--- config.mk ---
export PLATFORM = sky130hd
export DESIGN_NAME = i2c_apb_requester
export DESIGN_NICKNAME = d
export VERILOG_FILES = /design/src/rtl/i2c_apb_requester.sv
export SDC_FILE = /design/constraint.sdc
export NUM_CORES = 1
export LEC_CHECK = 0
export ABC_AREA = 1
export BUFFER_PORTS_ARGS = -buffer_cell sky130_fd_sc_hd__buf_2
export CAP_MARGIN = 20
export CORE_MARGIN = 5
export CORE_UTILIZATION = 49
export CTS_CLUSTER_DIAMETER = 80
export DETAILED_ROUTE_END_ITERATION = 7
export PLACE_DENSITY = 0.83
export SYNTH_ARGS = -nofsm -noshare
export SYNTH_HDL_FRONTEND = slang
export SYNTH_SLANG_ARGS = --single-unit
--- constraint.sdc ---
create_clock -name pclk -period 2.13 [get_ports pclk]
set_input_delay 0.3195 -clock pclk [delete_from_list [all_inputs] [get_ports pclk]]
set_output_delay 0.3195 -clock pclk [all_outputs]
set_load 0.02 [all_outputs]
--- src/rtl/i2c_apb_requester.sv ---
// i2c_apb_requester
// APB initiator that turns single valid/ready register commands into APB
// SETUP/ACCESS transfers toward the APB-to-I2C core. Every command returns
// exactly one response. Accesses outside the core's register map, and
// transfers that never see pready, come back with rsp_err set.
//
// Ports:
//   pclk, preset                    clock, synchronous active-high reset
//   cmd_valid/cmd_ready             command handshake
//   cmd_write/cmd_addr/cmd_wdata    command fields
//   rsp_valid/rsp_ready             response handshake
//   rsp_rdata/rsp_err               response fields
//   pselx/penable/pwrite/paddr/pwdata/prdata/pready   APB initiator side
module i2c_apb_requester #(
  parameter int ADDR_WIDTH = 8,
  parameter int DATA_WIDTH = 8,
  parameter int TIMEOUT    = 16
) (
  input  logic                  pclk,
  input  logic                  preset,
  input  logic                  cmd_valid,
  output logic                  cmd_ready,
  input  logic                  cmd_write,
  input  logic [ADDR_WIDTH-1:0] cmd_addr,
  input  logic [DATA_WIDTH-1:0] cmd_wdata,
  output logic                  rsp_valid,
  input  logic                  rsp_ready,
  output logic [DATA_WIDTH-1:0] rsp_rdata,
  output logic                  rsp_err,
  output logic                  pselx,
  output logic                  penable,
  output logic                  pwrite,
  output logic [ADDR_WIDTH-1:0] paddr,
  output logic [DATA_WIDTH-1:0] pwdata,
  input  logic [DATA_WIDTH-1:0] prdata,
  input  logic                  pready
);

  localparam int CW = $clog2(TIMEOUT + 1);

  typedef enum logic [1:0] {
    IDLE   = 2'd0,
    SETUP  = 2'd1,
    ACCESS = 2'd2,
    RESP   = 2'd3
  } state_t;

  state_t          state_r;
  logic [CW-1:0]   wait_cnt_r;
  logic            cmd_fire_s;

  // Register map of the I2C core: writes to 2/4/6, reads from 3/5 only.
  function automatic logic is_legal(input logic wr, input logic [ADDR_WIDTH-1:0] addr);
    logic ok;
    case (addr)
      ADDR_WIDTH'(2), ADDR_WIDTH'(4), ADDR_WIDTH'(6): ok = wr;
      ADDR_WIDTH'(3), ADDR_WIDTH'(5):                ok = ~wr;
      default:                                       ok = 1'b0;
    endcase
    return ok;
  endfunction

  // Gated by preset so no command can be taken during a reset cycle.
  assign cmd_ready  = (state_r == IDLE) && !preset;
  assign cmd_fire_s = cmd_valid && cmd_ready;

  // Request FSM with all APB and response outputs registered.
  always_ff @(posedge pclk) begin
    if (preset) begin
      state_r    <= IDLE;
      wait_cnt_r <= '0;
      pselx      <= 1'b0;
      penable    <= 1'b0;
      pwrite     <= 1'b0;
      paddr      <= '0;
      pwdata     <= '0;
      rsp_valid  <= 1'b0;
      rsp_err    <= 1'b0;
      rsp_rdata  <= '0;
    end else begin
      case (state_r)
        IDLE: begin
          if (cmd_fire_s) begin
            if (is_legal(cmd_write, cmd_addr)) begin
              pwrite  <= cmd_write;
              paddr   <= cmd_addr;
              pwdata  <= cmd_wdata;
              pselx   <= 1'b1;
              state_r <= SETUP;
            end else begin
              // Illegal access is answered directly without touching the bus.
              rsp_valid <= 1'b1;
              rsp_err   <= 1'b1;
              rsp_rdata <= '0;
              state_r   <= RESP;
            end
          end
        end
        SETUP: begin
          penable    <= 1'b1;
          wait_cnt_r <= '0;
          state_r    <= ACCESS;
        end
        ACCESS: begin
          // pready is checked first so a completion in the last allowed
          // cycle wins over the timeout.
          if (pready) begin
            pselx     <= 1'b0;
            penable   <= 1'b0;
            rsp_valid <= 1'b1;
            rsp_err   <= 1'b0;
            rsp_rdata <= pwrite ? '0 : prdata;
            state_r   <= RESP;
          end else if (wait_cnt_r == CW'(TIMEOUT - 1)) begin
            pselx     <= 1'b0;
            penable   <= 1'b0;
            rsp_valid <= 1'b1;
            rsp_err   <= 1'b1;
            rsp_rdata <= '0;
            state_r   <= RESP;
          end else begin
            wait_cnt_r <= wait_cnt_r + CW'(1);
          end
        end
        RESP: begin
          if (rsp_ready) begin
            rsp_valid <= 1'b0;
            state_r   <= IDLE;
          end
        end
        default: begin
          state_r   <= IDLE;
          pselx     <= 1'b0;
          penable   <= 1'b0;
          rsp_valid <= 1'b0;
        end
      endcase
    end
  end

endmodule

==> results by group <==
Placed design
  – Hpwl dp: around 2800 um
  – Pre-CTS setup slack: 0.210 ns
  – # port buffers: 59
  – Gpl congestion: 0.942
  – Placed insts: 359

Clock network
  – Clock Sinks: 36
  – Postcts setup bufs: 0
  – Clock transition at path regs: roughly 0.10 ns
  – CTS tree: built
  – H-tree Lvls: 2
  – Maximum root-to-sink buffer count: 2
  – Clock insertion delay at the later pin of the skew report: 0.33 ns
  – CTS root buf: clkbuf_4
  – CTS Buf Count: 5

Power and ir drop
  – Leakage: 1.17 nW
  – PwrDens: 1120 nW/um^2
  – Maximum vdd drop: 759 uV
  – Pwr Total: approximately 2.4 mW

Critical path
  – Worst path required time: 2.37 ns
  – Crit path DAT: 2.13 ns
  – Crit path capture type: flop
  – Worst setup path category: flop to flop
  – Worst-path fanout max: 7
  – Startpoint types: flop
  – R2R setup slack: 0.24 ns

Cells and area
  – # nets final: around 360
  – Antenna Cells: 0
  – FF+latch area: 721 um^2
  – Area delta synth->final: 23.6%
  – Share of cells above drive strength 1: 23.7%
  – # fillers: 320
  – Area occupied by multi-input gates: 813 um^2
  – Final Non-Filler Cells: 367

Synthesis
  – Syn Inst Count: 258
  – Yosys cell types: 24
  – Post-Syn Area: 1710 um^2
  – Syn Nets: 295
  – Synthesis Warnings: 0
  – Seq cells post-synth: 36
  – Syn Area/Cell: around 6.6 um^2
  – Sequential share of the synthesized area: 42.1%

Floorplan
  – Chip Width: roughly 69 um
  – # rows: 21
  – Die area: 4770 um^2
  – Floorplan core area: 3360 um^2
  – Initial Util: approximately half
  – Die Span Y: 69.1 um
  – Io pins: 60

Detailed routing
  – Routed wire length: between 3000 and 4000 um
  – Antenna violation net count after detailed routing: 0
  – Starting DRT DRC Count: 101
  – Residual DRC count: 0
  – Vias per cell: 4.56
  – Via count: 1675
  – Avg WL per Cell: 10.2 um
  – First-pass iteration count of the detailed router: 4

Timing
  – Final setup TNS: 0 ns
  – Period minus WS final: 1.89 ns
  – Endpoints failing hold: 0
  – Least-Margin Pin Slew: ~0.37 ns
  – Clock Skews: between 0.002 and 0.003 ns
  – Fmax: 530 MHz
  – Final Max Slew Viols: 0
  – Final worst-path cycle share: 88.6%
  – Worst Slack Setup Final: 0.242 ns
  – Final setup vio count: 0
  – RSZ-0062 raised after global routing: no
  – Headroom to the max-slew limit: approximately three quarters

GRT
  – Initial antenna violation count: 0
  – GRT overflow: 0
  – First-pass GRT wire length: around 6300 um
  – Total GRT Usage: 15.8%
  – Largest net degree at the start of global routing: 30
  – Vias in the first global route: about 1500

Flow run
  – Max-cap violations: 0

Outcome
  – Status: completed

Min path
  – Hold WC Path Type: primary input to flop
[where the power goes]
part	internal (mW)	leakage (nW)	switching (mW)	total (mW)
sequential	0.804	0.293	0.0724	0.877
clock	0.163	0.0326	0.214	0.377
combinational	0.392	0.849	0.715	1.11
total	1.36	1.17	1.00	2.36
[synth_stat cells]
library cell	instances	area [um^2]
a21oi_1	14	70.1
a21oi_2	1	8.76
buf_2	3	15.0
buf_4	1	7.51
buf_6	1	11.3
clkbuf_1	3	11.3
dfxtp_1	36	721
ha_1	7	87.6
inv_1	36	135
inv_2	1	3.75
nand2_1	69	259
nand2_2	1	6.26
nand3_1	10	50.1
nand3b_1	1	7.51
nand4_1	1	6.26
nand4_2	1	12.5
nor2_1	61	229
nor2_2	1	6.26
nor3_1	5	25.0
nor3_2	1	10.0
o21ai_0	1	5.00
o21ai_1	1	5.00
o21ai_2	1	8.76
o31a_1	1	8.76
[cell usage in the layout (no fill, tap or decap), drive strengths merged]
| master | instances |
|---|---|
| ha | 7 |
| nand2 | 70 |
| nand3b | 1 |
| inv | 37 |
| nor3 | 6 |
| dfxtp | 36 |
| o31a | 1 |
| o21ai | 3 |
| buf | 63 |
| a21oi | 15 |
| nand4 | 2 |
| nand3 | 10 |
| clkbuf | 8 |
| nor2 | 62 |
[layer usage]
layer	GRT usage, %	vias up	share of wire, %
met5	0	-	0
met4	5.86	0	1.6
met3	5.09	9	6.8
met2	24.9	39	47
met1	20.1	722	45
li1	-	905	-
[flip-flops by register name, summed over array words and instances (netlist names)]
| signal | flops |
|---|---|
| paddr | 8 |
| penable | 1 |
| pselx | 1 |
| pwdata | 8 |
| pwrite | 1 |
| rsp_err | 1 |
| rsp_rdata | 8 |
| rsp_valid | 1 |
| state_r | 2 |
| wait_cnt_r | 5 |
[what timing repair did]
action                     CTS  global route
setup endpoints to repair    0             3
gates resized for setup      0             1
hold buffers                 0             0
[critical path, stage by stage, from the launching register on]
cell and delay, ns:
dfxtp_1 0.39, ha_1 0.18, inv_1 0.06, nor3_1 0.16
ha_1 0.17, nor2_1 0.06, nand2_1 0.08, nand2_1 0.09
a21oi_4 0.21, buf_4 0.19, nand3_1 0.09, nand2_1 0.08
nor2_1 0.04
[final timing paths]
kind                              startpoint                        end  cells past startpoint
setup / recovery  wait_cnt_r[0]$_SDFFE_PP0P_  rsp_rdata[1]$_SDFFE_PP0P_                     12
hold / removal                  cmd_wdata[3]     pwdata[3]$_SDFFE_PP0P_                      3
setup reg to reg  wait_cnt_r[0]$_SDFFE_PP0P_  rsp_rdata[1]$_SDFFE_PP0P_                     12
hold reg to reg        paddr[5]$_SDFFE_PP0P_      paddr[5]$_SDFFE_PP0P_                      2
[metrics by stage]
| step | util, % | hold slack [ns] | area, um^2 |
|---|---|---|---|
| 2_1_floorplan | - | 0.445 | 1710 |
| 3_3_place_gp | 60.9 | 0.424 | 2050 |
| 3_5_place_dp | 60.9 | 0.429 | 2050 |
| 4_1_cts | 62.6 | 0.201 | 2110 |
| 5_1_grt | 62.9 | 0.199 | 2110 |
| 6_report | 62.9 | 0.208 | 2110 |
[kinds of logic (layout without fill, tap and decap cells)]
kind of cell	count (synthesis)	count (layout)	synth area share [%]
and+or+nand+nor	151	151	35.8
buffers and inverters	45	108	10.8
DFF	36	36	42.1
AOI/OAI and AO/OA	19	19	6.22
adders and majority gates	7	7	5.12
[area by class of cell]
| class | instances | area share, % |
|---|---|---|
| inverters | 37 | 6.57 |
| clock buffers | 8 | 2.78 |
| flip-flops and latches | 36 | 34.1 |
| repair buffers | 63 | 15.4 |
| multi-input cells | 177 | 38.5 |
| well taps | 46 | 2.72 |
Note: power is estimated with default switching activity, not from simulation.
